`src/rtl/vga_pixel_pipeline_if.sv`:
```
// Pixel stream bundle: upstream timing/counter signals in, DAC-side colour and syncs out.
// master drives the timing stream; slave is the pixel pipeline.
interface vga_pixel_pipeline_if #(
    parameter int unsigned COLOR_W = 4
);
    logic [11:0]        h_count;
    logic [11:0]        v_count;
    logic               h_sync;
    logic               v_sync;
    logic               pixel_enable;
    logic [COLOR_W-1:0] vga_r;
    logic [COLOR_W-1:0] vga_g;
    logic [COLOR_W-1:0] vga_b;
    logic               vga_hs;
    logic               vga_vs;
    logic               vga_de;

    modport master (
        output h_count, v_count, h_sync, v_sync, pixel_enable,
        input  vga_r, vga_g, vga_b, vga_hs, vga_vs, vga_de
    );

    modport slave (
        input  h_count, v_count, h_sync, v_sync, pixel_enable,
        output vga_r, vga_g, vga_b, vga_hs, vga_vs, vga_de
    );
endinterface

```
`src/rtl/vga_pixel_pipeline.sv`:
```
// Two-stage test-pattern generator behind the VGA timing generator: S1 registers the
// timing stream and tracks bars/frames, S2 computes the colour and registers all outputs.
module vga_pixel_pipeline #(
    parameter int unsigned COLOR_W = 4
) (
    input  logic                   clk,
    input  logic                   reset_n,
    vga_pixel_pipeline_if.slave    vga,
    input  logic [11:0]            width,
    input  logic [1:0]             mode_sel,
    input  logic [3*COLOR_W-1:0]   solid_rgb,
    output logic                   frame_start,
    output logic [7:0]             frame_count
);

    typedef enum logic [1:0] {
        ModeBars     = 2'd0,
        ModeChecker  = 2'd1,
        ModeGradient = 2'd2,
        ModeSolid    = 2'd3
    } mode_e;

    // Stage 1 state
    logic [11:0] h_q, v_q;
    logic        hs_q, vs_q, de_q;
    logic        prev_zero_q;
    logic        fs_q;
    mode_e       mode_q;
    logic [7:0]  fcnt_q;
    logic [8:0]  bar_cnt_q, bar_cnt_d;
    logic [2:0]  bar_idx_q, bar_idx_d;

    logic        in_zero;
    logic        fs_evt;
    logic [8:0]  bw;

    assign in_zero = (vga.h_count == 12'd0) && (vga.v_count == 12'd0);
    // Held (0,0) only counts on its first sample.
    assign fs_evt  = in_zero && !prev_zero_q;
    assign bw      = (width[11:3] == 9'd0) ? 9'd1 : width[11:3];

    always_comb begin
        bar_cnt_d = bar_cnt_q + 9'd1;
        bar_idx_d = bar_idx_q;
        if (vga.h_count == 12'd0) begin
            bar_cnt_d = 9'd0;
            bar_idx_d = 3'd0;
        end else if (bar_cnt_q == bw - 9'd1) begin
            bar_cnt_d = 9'd0;
            if (bar_idx_q != 3'd7) begin
                bar_idx_d = bar_idx_q + 3'd1;
            end
        end
    end

    always_ff @(posedge clk or negedge reset_n) begin
        if (!reset_n) begin
            h_q         <= 12'd0;
            v_q         <= 12'd0;
            hs_q        <= 1'b1;
            vs_q        <= 1'b1;
            de_q        <= 1'b0;
            prev_zero_q <= 1'b0;
            fs_q        <= 1'b0;
            mode_q      <= ModeBars;
            fcnt_q      <= 8'd0;
            bar_cnt_q   <= 9'd0;
            bar_idx_q   <= 3'd0;
        end else begin
            h_q         <= vga.h_count;
            v_q         <= vga.v_count;
            hs_q        <= vga.h_sync;
            vs_q        <= vga.v_sync;
            de_q        <= vga.pixel_enable;
            prev_zero_q <= in_zero;
            fs_q        <= fs_evt;
            bar_cnt_q   <= bar_cnt_d;
            bar_idx_q   <= bar_idx_d;
            if (fs_evt) begin
                mode_q <= mode_e'(mode_sel);
                fcnt_q <= fcnt_q + 8'd1;
            end
        end
    end

    // Stage 2 colour
    logic [COLOR_W-1:0] r_d, g_d, b_d;
    logic [7:0]         fc_field;

    // Frame-counter nibble left-justified so gradient B takes its top COLOR_W bits.
    assign fc_field = {fcnt_q[3:0], 4'b0000};

    always_comb begin
        r_d = '0;
        g_d = '0;
        b_d = '0;
        unique case (mode_q)
            ModeBars: begin
                r_d = {COLOR_W{~bar_idx_q[1]}};
                g_d = {COLOR_W{~bar_idx_q[2]}};
                b_d = {COLOR_W{~bar_idx_q[0]}};
            end
            ModeChecker: begin
                r_d = {COLOR_W{h_q[5] ^ v_q[5]}};
                g_d = {COLOR_W{h_q[5] ^ v_q[5]}};
                b_d = {COLOR_W{h_q[5] ^ v_q[5]}};
            end
            ModeGradient: begin
                r_d = h_q[7 -: COLOR_W];
                g_d = v_q[7 -: COLOR_W];
                b_d = fc_field[7 -: COLOR_W];
            end
            ModeSolid: begin
                r_d = solid_rgb[3*COLOR_W-1 -: COLOR_W];
                g_d = solid_rgb[2*COLOR_W-1 -: COLOR_W];
                b_d = solid_rgb[COLOR_W-1 -: COLOR_W];
            end
            default: begin
                r_d = '0;
                g_d = '0;
                b_d = '0;
            end
        endcase
        if (!de_q) begin
            r_d = '0;
            g_d = '0;
            b_d = '0;
        end
    end

    always_ff @(posedge clk or negedge reset_n) begin
        if (!reset_n) begin
            vga.vga_r   <= '0;
            vga.vga_g   <= '0;
            vga.vga_b   <= '0;
            vga.vga_hs  <= 1'b1;
            vga.vga_vs  <= 1'b1;
            vga.vga_de  <= 1'b0;
            frame_start <= 1'b0;
            frame_count <= 8'd0;
        end else begin
            vga.vga_r   <= r_d;
            vga.vga_g   <= g_d;
            vga.vga_b   <= b_d;
            vga.vga_hs  <= hs_q;
            vga.vga_vs  <= vs_q;
            vga.vga_de  <= de_q;
            frame_start <= fs_q;
            frame_count <= fcnt_q;
        end
    end

endmodule

```
`src/flat_wrapper.sv`:
```
// flat-port wrapper written by rule: the top's interface ports become plain ports
module vga_pixel_pipeline_flat 
#(
    parameter int unsigned COLOR_W = 4
)
  (clk, reset_n, width, mode_sel, solid_rgb, frame_start, frame_count, vga_h_count, vga_v_count, vga_h_sync, vga_v_sync, vga_pixel_enable, vga_vga_r, vga_vga_g, vga_vga_b, vga_vga_hs, vga_vga_vs, vga_vga_de);
  vga_pixel_pipeline_if #(.COLOR_W(COLOR_W)) vga_i ();
  input  logic clk;
  input  logic reset_n;
  input  logic [11:0] width;
  input  logic [1:0] mode_sel;
  input  logic [3*COLOR_W-1:0] solid_rgb;
  output logic frame_start;
  output logic [7:0] frame_count;
  input wire logic [$bits(vga_i.h_count)-1:0] vga_h_count;
  input wire logic [$bits(vga_i.v_count)-1:0] vga_v_count;
  input wire logic [$bits(vga_i.h_sync)-1:0] vga_h_sync;
  input wire logic [$bits(vga_i.v_sync)-1:0] vga_v_sync;
  input wire logic [$bits(vga_i.pixel_enable)-1:0] vga_pixel_enable;
  output wire logic [$bits(vga_i.vga_r)-1:0] vga_vga_r;
  output wire logic [$bits(vga_i.vga_g)-1:0] vga_vga_g;
  output wire logic [$bits(vga_i.vga_b)-1:0] vga_vga_b;
  output wire logic [$bits(vga_i.vga_hs)-1:0] vga_vga_hs;
  output wire logic [$bits(vga_i.vga_vs)-1:0] vga_vga_vs;
  output wire logic [$bits(vga_i.vga_de)-1:0] vga_vga_de;
  assign vga_i.h_count = vga_h_count;
  assign vga_i.v_count = vga_v_count;
  assign vga_i.h_sync = vga_h_sync;
  assign vga_i.v_sync = vga_v_sync;
  assign vga_i.pixel_enable = vga_pixel_enable;
  assign vga_vga_r = vga_i.vga_r;
  assign vga_vga_g = vga_i.vga_g;
  assign vga_vga_b = vga_i.vga_b;
  assign vga_vga_hs = vga_i.vga_hs;
  assign vga_vga_vs = vga_i.vga_vs;
  assign vga_vga_de = vga_i.vga_de;
  vga_pixel_pipeline #(.COLOR_W(COLOR_W)) u_core (.clk(clk), .reset_n(reset_n), .vga(vga_i), .width(width), .mode_sel(mode_sel), .solid_rgb(solid_rgb), .frame_start(frame_start), .frame_count(frame_count));
endmodule
```
`config.mk`:
```
export PLATFORM = sky130hd
export DESIGN_NAME = vga_pixel_pipeline_flat
export DESIGN_NICKNAME = d
export VERILOG_FILES = /design/src/rtl/vga_pixel_pipeline_if.sv /design/src/rtl/vga_pixel_pipeline.sv /design/src/flat_wrapper.sv
export SDC_FILE = /design/constraint.sdc
export NUM_CORES = 1
export LEC_CHECK = 0
export CORE_UTILIZATION = 47
export DETAILED_ROUTE_END_ITERATION = 6
export GPL_ROUTABILITY_DRIVEN = 0
export PLACE_DENSITY = 0.78
export SLEW_MARGIN = 20
export SYNTH_ARGS = -nofsm -noshare
export SYNTH_HDL_FRONTEND = slang
export SYNTH_SLANG_ARGS = --single-unit
```
`constraint.sdc`:
```
create_clock -name clk -period 2.8 [get_ports clk]
set_clock_uncertainty 0.05 [all_clocks]
set_input_delay 0.28 -clock clk [delete_from_list [all_inputs] [get_ports clk]]
set_output_delay 0.28 -clock clk [all_outputs]
set_load 0.005 [all_outputs]
```
== After elaboration in Yosys (flattened, before gate mapping) ==
Cells that the tools add are included.

* Register bits: 67
* Bits of input ports: 55
* Output and inout port bits: 24
* Word-level logic and storage cells: 54

* Add/subtract/negate cells: 4
* Eq/ne operators: 5
* Muxes and demuxes: 12
* Bitwise logic cells: 4
* Reduce and logical (&&, ||, !) cells: 10

{| class="wikitable"
|+ Operators by type and width
! operator !! count
|-
| 4-bit case mux with 4 select lines || 3
|-
| 9-bit 2-to-1 mux || 3
|-
| 12-bit zero test || 2
|-
| 4-bit 2-to-1 mux || 3
|-
| 9-bit by 1-bit adder with 9-bit output (second input constant) || 1
|-
| 9-bit == test || 1
|-
| 9-bit zero test || 1
|-
| 3-bit 2-to-1 mux || 3
|-
| 9-bit by 1-bit subtractor with 9-bit output (second input constant) || 1
|-
| 8-bit by 1-bit adder with 8-bit output (second input constant) || 1
|-
| 2-bit == test (second input constant) || 2
|-
| 2-bit nonzero test || 2
|-
| 3-bit by 1-bit adder with 3-bit output (second input constant) || 1
|-
| 3-bit != test (second input constant) || 1
|-
| 1-bit NOT || 3
|-
| 2-bit by 1-bit == test with 1-bit output (second input constant) || 1
|-
| 1-bit logical AND || 2
|-
| 2-bit zero test || 1
|-
| 2-bit AND reduction || 1
|-
| 1-bit zero test || 1
|-
| 1-bit bitwise XOR || 1
|}

== Depth between registers and ports, before layout ==
* Depth in word-level cells: 6
* Depth in mapped cells: 11
* Mapped depth without buffers: 9

== Worst setup path before layout ==
OpenSTA, ideal clock, no wires.

* Path kind: in2reg
* From: in width[5]
* To: reg u_core.bar_cnt_q[2]
* Library setup time: 0.120 ns
* Arrival: 2.572 ns
* Data required time: 2.630 ns
* Path slack: 0.058 ns
* Stages on the path: 11
* Buffers on the path: 2
* Cells stage by stage: buf_4 -> nor3_1 -> a31oi_1 -> ha_1 -> or2b_2 -> or3_4 -> a2111oi_4 -> and4_2 -> a21o_1 -> buf_2 -> nor2_1

* Word-level cells in the longest chain between the ends: 6

{| class="wikitable"
|+ RTL lines
! what !! RTL line !! source
|-
| start: declaration || flat_wrapper.sv:10 || <nowiki>input logic [11:0] width;</nowiki>
|-
| 9-bit zero test || vga_pixel_pipeline.sv:40 || <nowiki>assign bw = (width[11:3] == 9'd0) ? 9'd1 : width[11:3];</nowiki>
|-
| 9-bit 2-to-1 mux * || vga_pixel_pipeline.sv:40 ||
|-
| 9-bit by 1-bit subtractor with 9-bit output * || vga_pixel_pipeline.sv:48 || <nowiki>end else if (bar_cnt_q == bw - 9'd1) begin</nowiki>
|-
| 9-bit == test * || vga_pixel_pipeline.sv:48 ||
|-
| 9-bit 2-to-1 mux * || vga_pixel_pipeline.sv:48 ||
|-
| 9-bit 2-to-1 mux * || vga_pixel_pipeline.sv:45 || <nowiki>if (vga.h_count == 12'd0) begin</nowiki>
|-
| named net u_core.bar_cnt_d[2] || vga_pixel_pipeline.sv:30 || <nowiki>logic [8:0] bar_cnt_q, bar_cnt_d;</nowiki>
|-
| end signal: assignment || vga_pixel_pipeline.sv:77 || <nowiki>bar_cnt_q <= bar_cnt_d;</nowiki>
|-
| end: declaration || vga_pixel_pipeline.sv:30 ||
|}

The timed path passes the listed nets; every way through them passes the cells marked *.
A chain may end at the register's enable or synchronous reset.

== Final worst setup path ==
* From: in width[7]
* To: reg u_core.bar_idx_q[0]

* Word-level cells in the longest chain between the ends: 6

{| class="wikitable"
|+ RTL lines
! what !! RTL line !! source
|-
| 9-bit zero test || vga_pixel_pipeline.sv:40 ||
|-
| 9-bit 2-to-1 mux * || vga_pixel_pipeline.sv:40 ||
|-
| 9-bit by 1-bit subtractor with 9-bit output * || vga_pixel_pipeline.sv:48 ||
|-
| 9-bit == test * || vga_pixel_pipeline.sv:48 ||
|-
| 2-bit nonzero test (no line) * || - ||
|-
| 2-bit AND reduction (no line) * || - ||
|-
| end signal: assignment || vga_pixel_pipeline.sv:78 || <nowiki>bar_idx_q <= bar_idx_d;</nowiki>
|-
| end: declaration || vga_pixel_pipeline.sv:31 || <nowiki>logic [2:0] bar_idx_q, bar_idx_d;</nowiki>
|}

Every way passes the cells marked *; elsewhere a longest branch is shown, timed or not.

==> results.md <==
* Post-synth ARST share at 100.0%
* Slowest-stage cell, CP: or4_2
* First-pass GRT wire length at 9.818 mm
* Max cap viols at 0
* Vias per inst at 5.131
* Sequential element share of the synthesized area at 56.03%
* Most numerous cell in the Yosys netlist: dfrtp_1
* Final Hold Vio Count at 0
* Non-Filler Instances at 421
* Cells after Synth at 247
* Cell Pwr Density at 597.3 nW/µm²
* Hold Path Class: input port to async pin
* Largest stage delay, worst path at 0.54 ns
* Die Y at 77 µm
* Sw Share at 25.19%
* Starting density of the core at 50.17%
* Fin Setup TNS at 0 ns
* Detailed Routing Iterations Pass 1 at 4
* Die span in x at 77 µm
* Main synth FF type: dfrtp_1
* Synth-to-Final Area Change at 46.52%
* Final setup fails at 0
* Number of global-route vias before repair at 2154
* Longest Clk Path Bufs at 2
* Leak at 1.658 nW
* Crit path buffers/inverters at 2
* Setup slack at placement at -0.3856 ns
* Fmax at 0.3764 GHz
* Met1 GRT Util at 26.68%
* Post-synth top area cell: dfrtp_1
* Startpoint Class: input port
* # diodes at 0
* Hold bufs inserted after CTS at 0
* Clk slew on worst S/H paths at 0.06 ns
* Status: finished clean
* Final Cycle Share at 94.88%
* Tmin final at 2.657 ns
* Required @ worst endpoint at 2.97 ns
* Fillers at 392
* DR DRC count at 0
* 1st-iter DRT viols at 60
* DRT antenna net count at 0
* Post-Syn Area at 2644 µm²
* Post-synth cell types at 46
* Largest net degree at the start of global routing at 43
* Routed WL per cell at 13.96 µm
* Internal at 0.001731 W
* Clk root buf: clkbuf_8
* Post-synth EDFFs at 0
* Fraction of layout cells with a size suffix above 1 at 17.38%
* Final Max Tran Viols at 0
* Clock power frac at 37.1%
* RSZ-0062 raised after global routing: false
* CTS tree: yes
* Post-route setup slack at 0.1435 ns
* Syn nets at 307
* # rows at 26
* Total chip power at 0.002314 W
* Port bufs at 75
* Die area at 5929 µm²
* Inserted Clock Buffers at 9
* Worst path cell trace: clkdlybuf4s50_1 > nor4_4 > a31oi_2 > ha_2 > or2b_4 > or4_2 > a31oi_1 > o31ai_1 > buf_4 > o21ai_0 > a21oi_2
* Share of the synthesized area in the top cell type at 52.06%
* Critical path class: input port to flip-flop
* Worst Tran Pin Value at 0.8737 ns
* H-tree Lvls at 3
* Crit path arrival time at 2.82 ns
* GRT Util Overall at 21.82%
* Global route hottest layer: met2
* Routed via count at 2160
* Ranking of synthesized cells by area: dfrtp_1, xnor2_1, nand2_1
* CP endpoint kind: flip-flop
* Synth warn at 0
* Dpl cells at 405
* GR Util met2 at 36.70%
* Reg-to-reg startpoint: u_core.bar_cnt_q[7]$_DFF_PN0_
* Synth Register Bits at 59
* Worst R2R Path Depth at 6
* Met3 track demand over resource at 5.595%
* Final Hold Slack at 0.01433 ns
* CP top delay family: simple AND/OR/NAND/NOR gates
* Reg-to-reg setup timing slack at 0.67 ns
* I/O pin cnt at 79
* Sequential power share at 44.6%
* Congestion Overflow GR at 0
* DRT Wirelength at 5.877 mm
* Reg-to-reg endpoint: u_core.bar_idx_q[0]$_DFFE_PN0P_
* Crit-path max FO at 3
* Syn_area_per_cell at 10.70 µm²
* Core Box Area at 5270 µm²
* Logic pwr share at 18.3%
* Peak supply drop at 390.8 µV
* Clk_lat worst skew at 0.33 ns
* Slew headroom at 41.75%
* Sw Pwr at 0.0005828 W
* Most frequent cells after synthesis: dfrtp_1, nand2_1, o21ai_0, xnor2_1, a21oi_1
* DP Wirelength at 4.372 mm
* Nets@finish at 406
* Initial antenna violation count at 0
* CTS sink count at 59
[through the flow]
step | util, % | cell area [µm²]
final | 73.50 | 3874
after global routing | 73.50 | 3874
after CTS | 72.65 | 3829
after detailed placement | 68.30 | 3600
after global placement | 68.30 | 3600
after floorplan | - | 2644
[cell families (layout without fill, tap and decap cells)]
| family | count (synthesis) | after routing | synth area share [%] |
|---|---|---|---|
| compound gates | 46 | 46 | 10.84 |
| mux | 3 | 3 | 1.278 |
| xor+xnor | 24 | 24 | 7.951 |
| fa+ha+maj | 5 | 5 | 2.366 |
| buf+inv | 12 | 116 | 1.893 |
| simple gates | 98 | 98 | 19.64 |
| flops | 59 | 59 | 56.03 |
[how the worst max path moves through the flow]
stage,slack [ns],end,start,cells past startpoint
2_1_floorplan,0.06,u_core.bar_cnt_q[2]$_DFF_PN0_,width[5],11
3_3_place_gp,-0.29,u_core.bar_cnt_q[7]$_DFF_PN0_,width[8],10
3_5_place_dp,-0.39,u_core.bar_cnt_q[6]$_DFF_PN0_,width[6],10
4_1_cts,0.04,u_core.bar_idx_q[0]$_DFFE_PN0P_,width[8],10
5_1_grt,0.007,u_core.bar_idx_q[0]$_DFFE_PN0P_,width[9],11
6_report,0.14,u_core.bar_idx_q[0]$_DFFE_PN0P_,width[7],11
[state kept, by name (all words and copies together), names as in the netlist, 2 cells and up]
register,flops
u_core.vga.vga_b,4
u_core.bar_cnt_q,9
u_core.frame_count,8
u_core.fcnt_q,8
u_core.h_q,4
u_core.mode_q,2
u_core.vga.vga_r,4
u_core.v_q,4
u_core.bar_idx_q,3
u_core.vga.vga_g,4
[power by group through the flow]
stage / combinational, W / sequential (W) / clock (W)
after floorplan: 0.000232 / 0.00102 / 0
after global placement: 0.000405 / 0.00105 / 0
after detailed placement: 0.000417 / 0.00105 / 0
after CTS: 0.000418 / 0.00103 / 0.000874
after global routing: 0.000469 / 0.00105 / 0.000908
final: 0.000423 / 0.00103 / 0.000858
[cells in the final DEF (no fill, tap or decap), types with 3 or more instances in the layout]
cell type / instances
a21oi_1: 15
buf_4: 21
clkbuf_8: 11
clkdlybuf4s50_1: 70
dfrtp_1: 55
dfstp_2: 4
dlymetal6s2s_1: 4
ha_1: 4
inv_1: 4
mux2_2: 3
nand2_1: 35
nand3_1: 7
nand4_1: 6
nor2_1: 15
nor4_1: 7
o21ai_0: 15
or3_1: 3
xnor2_1: 17
xor2_1: 7
[worst register-to-register path, delay by kind of cell (launching register included)]
kind	cells	cell delay (ns)
AO/OA/AOI/OAI	4	0.66
buffers and inverters	1	0.15
flip-flops	1	0.47
AND/OR/NAND/NOR	1	0.69
[cell type report]
class / count / area (µm²) / share of cell area (%)
Clock buffer: 12 / 155.1 / 4.005
Clock inverter: 4 / 72.57 / 1.873
Inverter: 4 / 15.01 / 0.3876
Multi-Input combinational cell: 176 / 1149 / 29.65
Sequential cell: 59 / 1481 / 38.24
Tap cell: 70 / 87.58 / 2.261
Timing Repair Buffer: 96 / 913.4 / 23.58
[per-layer routing]
metal  up-vias  wire [µm]
li1       1078          -
met1      1013       2544
met2        61       2974
met3         8        265
met4         0         93
met5         -          0
[what timing repair did]
action	CTS	global route
endpoints found under the setup margin	9	12
pin swaps	0	7
buffers inserted	0	0
resized for setup	1	13
Note: power is estimated with default switching activity, not from simulation.
==> patch 1, RTL diff (config.mk and constraints unchanged) <==
Register the output `frame_count` once more, with the module's reset; this adds one clock of latency there. The other outputs are not delayed to match.
--- a/src/rtl/vga_pixel_pipeline.sv
+++ b/src/rtl/vga_pixel_pipeline.sv
@@ -20,4 +20,6 @@
         ModeSolid    = 2'd3
     } mode_e;
+
+    logic [7:0] frame_count_s0;
 
     // Stage 1 state
@@ -138,5 +140,5 @@
             vga.vga_de  <= 1'b0;
             frame_start <= 1'b0;
-            frame_count <= 8'd0;
+            frame_count_s0 <= 8'd0;
         end else begin
             vga.vga_r   <= r_d;
@@ -147,5 +149,13 @@
             vga.vga_de  <= de_q;
             frame_start <= fs_q;
-            frame_count <= fcnt_q;
+            frame_count_s0 <= fcnt_q;
+        end
+    end
+
+    always_ff @(posedge clk or negedge reset_n) begin
+        if (!reset_n) begin
+            frame_count <= '0;
+        end else begin
+            frame_count <= frame_count_s0;
         end
     end
Formal check against the unedited RTL: not equivalent (a bounded check fails within 4 cycles, from zero or initial values and one cycle with reset_n low).
==> patch 1 against the original RTL <==
  * Cell area is 5.1% higher
  * Worst setup slack worse by 99 ps
  * Non-clock buffer count is 2 higher
  * Critical path depth is 1 lower
  * Total power is 1.6% higher
  * Count of clock-buffer cells in the layout stayed put
  * Synthesized cell count is 3.2% higher
  * Cell count is 2.9% higher
  * Clock power is 10% lower
  * Synthesized area is 7.6% higher
  * Sequential cell count is 8 higher
  * Register-to-register slack better by 50 ps
  * Routed wire length is 4.4% higher
  * Largest power group unchanged
==> patch 1: results (changes against the original RTL) <==
status:
  outcome: "completed"
logic_synthesis:
  synth_cells: 255  # +3.2%
  synth_nets: 315  # +2.6%
  synth_common_cells: "dfrtp_1, nand2_1, o21ai_0, xnor2_1, a21oi_1"
  ys_top_cells_by_area: "dfrtp_1, xnor2_1, nand2_1"
  ys_seq_area_frac: 0.591  # +0.0309
detailed_routing:
  met2WireLength_um: 3160  # +6.3%
  via_count: 2239  # +3.7%
  post_drt_wl_per_cell_um: 14.2  # +1.5%
  route.met3.wl_um: 263  # -0.75%
  drt_iter0_markers: 54  # -10%
  via_per_inst: 5.17  # +0.78%
  met1_length_um: 2650  # +4.0%
setup_path:
  critical_path_arrival_ps: 2960  # +140 ps
  r2r-start: "u_core.bar_cnt_q[6]"
  crit_path_max_fanout: 3  # unchanged
  crit_path_max_incr_delay_ps: 470  # -70 ps
  crit_start: "width[4]"
  cpMaxStageDelayCell: "clkdlybuf4s50_1"
power_and_ir_drop:
  vdd_drop_max_uv: 492  # +26%
  leakage_nw: 1.79  # +7.8%
sta:
  max-slew-margin-rel: 0.691  # +0.273
cts:
  cts-htree-levels: 3  # unchanged
  clockRootBuffer: "clkbuf_8"
final_layout:
  regMostFlops: "u_core.bar_cnt_q"
  nets: 416  # +2.5%
  drive_gt1_frac: 0.169  # -0.00481
  fillCellCount: 416  # +6.1%
min_path:
  hold_class: "reg -> reg"
global_route:
  grt_pass1_wl_um: 10200  # +4.2%
  grt_max_degree: 38  # -12%
  grt_pass1_vias: 2353  # +9.2%
  grt_usage: 0.214  # -0.00459
placed_design:
  dp.final_hpwl_um: 4560  # +4.4%
## patch 1: cell count changes in the layout (fill, tap and decap cells not counted), sizes merged
| cell | before | now |
|---|---|---|
| dlygate4sd3 | 0 | 1 |
| clkdlybuf4s50 | 70 | 67 |
| dlymetal6s2s | 4 | 7 |
| buf | 22 | 23 |
| bufinv | 2 | 1 |
| dfrtp | 55 | 63 |
| clkinvlp | 1 | 2 |
## patch 1: metal layers
layer	vias up	GRT usage
met5	-	0
met4	0	0.0893
met3	8	0.0331
met2	72	0.371
met1	1063	0.264
li1	1096	-
## patch 1: metrics by stage
stage / utilization / setup WS, ps / cell area, um2
floorplan: - / 57.7 / 2840
global placement: 0.671 / -283 / 3810
detailed placement: 0.671 / -355 / 3810
CTS: 0.708 / 20.9 / 4020
global route: 0.717 / -35.4 / 4070
finish: 0.717 / 44.5 / 4070
## patch 1: cells by family after synthesis
family                   Yosys count  share of synthesized area
AO/OA/AOI/OAI                     46                      0.101
XOR/XNOR                          24                     0.0739
adder cells (fa/ha/maj)            5                     0.0220
buffers and inverters             12                     0.0176
flip-flops                        67                      0.591
multiplexers                       3                     0.0119
AND/OR/NAND/NOR                   98                      0.183
## patch 1: path summary, 6_finish.rpt
kind | end | slack, ps
worst min register to register | u_core.frame_count[4] | 300
min in group asynchronous | u_core.vga.vga_b[1] | 460
worst max-delay path | u_core.bar_idx_q[0] | 40
worst max register to register | u_core.bar_idx_q[0] | 720
worst min-delay path | u_core.frame_count[4] | 300
max in group asynchronous | u_core.bar_cnt_q[8] | 1870
## patch 1: cell type report
type / instances / area, um2 / area share
Sequential cell: 67 / 1680 / 0.413
Multi-Input combinational cell: 176 / 1150 / 0.283
Timing Repair Buffer: 98 / 938 / 0.231
Clock buffer: 12 / 145 / 0.0357
Inverter: 4 / 15.0 / 0.00369
Tap cell: 72 / 90.1 / 0.0221
Clock inverter: 4 / 50.0 / 0.0123
## patch 1: what timing repair did
action | 4_1_cts | 5_1_grt
hold endpoints to repair | 63 | 0
pin swaps | 0 | 8
setup endpoints to repair | 2 | 12
hold buffers | 1 | 0
resized for setup | 2 | 18
## patch 1: worst register-to-register path, stage by stage (launching register included)
cell and delay, ps:
dfrtp_1 430, xnor2_1 160, or3_4 350, a2111oi_4 340, nand4_2 160, or3_4 410, a21oi_2 120
## patch 1: where the power goes
| part | leakage (nW) | switching (mW) | total (mW) | internal [mW] |
|---|---|---|---|---|
| Combinational | 0.835 | 0.182 | 0.426 | 0.244 |
| Clock | 0.0926 | 0.337 | 0.771 | 0.435 |
| Sequential | 0.860 | 0.0974 | 1.15 | 1.06 |
==> patch 2, RTL diff (same settings) <==
Without the edit above. `COLOR_W` is set to 4 in 3 places; all go to 3.
--- a/src/rtl/vga_pixel_pipeline_if.sv
+++ b/src/rtl/vga_pixel_pipeline_if.sv
@@ -2,5 +2,5 @@
 // master drives the timing stream; slave is the pixel pipeline.
 interface vga_pixel_pipeline_if #(
-    parameter int unsigned COLOR_W = 4
+    parameter int unsigned COLOR_W = 3
 );
     logic [11:0]        h_count;
--- a/src/rtl/vga_pixel_pipeline.sv
+++ b/src/rtl/vga_pixel_pipeline.sv
@@ -2,5 +2,5 @@
 // timing stream and tracks bars/frames, S2 computes the colour and registers all outputs.
 module vga_pixel_pipeline #(
-    parameter int unsigned COLOR_W = 4
+    parameter int unsigned COLOR_W = 3
 ) (
     input  logic                   clk,
--- a/src/flat_wrapper.sv
+++ b/src/flat_wrapper.sv
@@ -2,5 +2,5 @@
 module vga_pixel_pipeline_flat 
 #(
-    parameter int unsigned COLOR_W = 4
+    parameter int unsigned COLOR_W = 3
 )
   (clk, reset_n, width, mode_sel, solid_rgb, frame_start, frame_count, vga_h_count, vga_v_count, vga_h_sync, vga_v_sync, vga_pixel_enable, vga_vga_r, vga_vga_g, vga_vga_b, vga_vga_hs, vga_vga_vs, vga_vga_de);
Interface: changed (resized solid_rgb, vga_vga_b, vga_vga_g and vga_vga_r); port bits go from 79 to 73. No check against the original RTL was run, so the function may have changed too.
==> patch 2 against the original RTL <==
  * Routed wire length shrank 9.7%
  * Synthesized area shrank 7.8%
  * Total power shrank 15%
  * Worst setup slack gained 23 ps
  * Sequential cell count shrank 5
  * Core utilization shrank 0.99 points
  * Clock power shrank 37%
  * Cell area shrank 9.2%
  * Critical path depth is the same
  * Global-route usage shrank 0.72 points
  * Non-clock buffer count shrank 4
  * Critical endpoint unchanged
==> patch 2: results (changes against the original RTL) <==
status:
  outcome: "completed"
logic_synthesis:
  avgSynthCellArea_um2: 11.3  # +6.0%
  synth_nets: 272  # -11%
  async_flop_share: 1.00  # unchanged
  synth_common_cells: "dfrtp_1, xnor2_1, nand2_1, nor2_1, a21oi_1"
  ys_top_cells_by_area: "dfrtp_1, xnor2_1, dfstp_2"
  ys_seq_area_frac: 0.556  # -0.00416
  yosys_most_used_dff: "dfrtp_1"
  yosysUniqueCellTypes: 42  # -8.7%
  yosys_warnings: 0  # unchanged
cts:
  clock_path_buffers: 2  # unchanged
  clock_latency_ps: 300  # -30 ps
  cts-htree-levels: 2  # -1
  cts_buffers: 5  # -4
  clockRootBuffer: "clkbuf_8"
  path_clk_slew_ps: 90  # +30 ps
global_route:
  grt_usage: 0.211  # -0.00724
  grt_pass1_wl_um: 8600  # -12%
  grt-ovfl-total: 0  # unchanged
  grt_max_degree: 32  # -26%
  grt_pass1_vias: 1924  # -11%
detailed_routing:
  post_drt_wl_per_cell_um: 14.1  # +1.1%
  via_count: 1977  # -8.5%
  drt_iter0_markers: 71  # +18%
  dr.pass1.iters: 5  # +1
final_layout:
  fillCellCount: 352  # -10%
  diodes: 0  # unchanged
  drive_gt1_frac: 0.159  # -0.0152
  reg_top3: "u_core.bar_cnt_q (9), u_core.fcnt_q (8), u_core.frame_count (8)"
  finalNonFillerCells: 376  # -11%
placed_design:
  dp.cells: 367  # -9.4%
  port_buffers: 69  # -8.0%
  dp.final_hpwl_um: 3950  # -9.5%
power_and_ir_drop:
  leakage_nw: 1.54  # -7.0%
  vdd_drop_max_uv: 363  # -7.0%
setup_path:
  cpMaxStageDelayCell: "clkdlybuf4s50_1"
  crit_path_max_fanout: 4  # +1
  crit_path_max_incr_delay_ps: 530
  rrSetupSlack_ps: 730  # +60 ps
  crit_family: "simple AND/OR/NAND/NOR gates"
  critical_path_arrival_ps: 2820  # about the same
sta:
  hold-worst-slack_ps: 305  # +291 ps
  worstMarginPinSlew_ps: 506  # -368 ps
min_path:
  hold_class: "reg -> reg"
flow_run:
  maxCapViolCount: 0  # unchanged
patch 2: worst paths after layout:
kind / cells after the start / from / end
min in group asynchronous: 2 / reset_n / u_core.frame_start
setup / recovery: 11 / width[11] / u_core.bar_idx_q[0]
setup reg to reg: 5 / u_core.bar_cnt_q[2] / u_core.bar_idx_q[0]
hold / removal: 0 / u_core.fs_q / u_core.frame_start
hold reg to reg: 0 / u_core.fs_q / u_core.frame_start
max in group asynchronous: 3 / reset_n / u_core.vs_q
patch 2: kinds of logic after synthesis:
logic type	count (synthesis)	share of synthesized area
xor gates and xnor gates	22	0.0790
and+or+nand+nor	79	0.190
AOI/OAI and AO/OA	40	0.114
DFF	54	0.556
adders and majority gates	5	0.0257
buffers and inverters	11	0.0169
muxes	4	0.0180
patch 2: timing repair:
action / in CTS / in global routing
hold buffers: 1 / 0
setup buffers: 0 / 0
endpoints found under the setup margin: 0 / 3
gates resized for setup: 0 / 9
endpoints found under the hold margin: 23 / 0
patch 2: layout make-up:
type	count	share of cell area
Timing Repair Buffer	92	0.249
Sequential cell	54	0.386
Clock buffer	6	0.0235
Tap cell	67	0.0238
Inverter	5	0.00534
Multi-Input combinational cell	150	0.301
Clock inverter	2	0.0110
patch 2: worst reg2reg max path, stage by stage (launching register included):
cell and delay (ps):
dfrtp_1 470, or3_1 390, a31oi_1 160, or4b_4 490, or3_1 310, a21oi_1 140
patch 2: power by group:
| part | internal, mW | leakage (nW) | switching, mW |
|---|---|---|---|
| Clock | 0.294 | 0.0618 | 0.247 |
| Combinational | 0.276 | 0.791 | 0.183 |
| Sequential | 0.867 | 0.689 | 0.0969 |
| Total | 1.44 | 1.54 | 0.526 |
patch 2: stage by stage:
stage | worst slack, ps | setup TNS (ps) | area, um2 | utilization
after detailed placement | -294 | -1050 | 3350 | 0.691
after global placement | -261 | -709 | 3350 | 0.691
after floorplan | 92.8 | 0 | 2440 | -
final | 166 | 0 | 3520 | 0.725
after CTS | 18.3 | 0 | 3480 | 0.718
after global routing | 18.3 | 0 | 3520 | 0.725
patch 2: routing by layer:
| metal | track usage | wire length [um] | vias up |
|---|---|---|---|
| met1 | 0.263 | 2240 | 935 |
| met3 | 0.0501 | 364 | 13 |
| li1 | - | - | 951 |
| met4 | 0.0641 | 103 | 0 |
| met5 | 0 | 0 | - |
| met2 | 0.365 | 2600 | 78 |
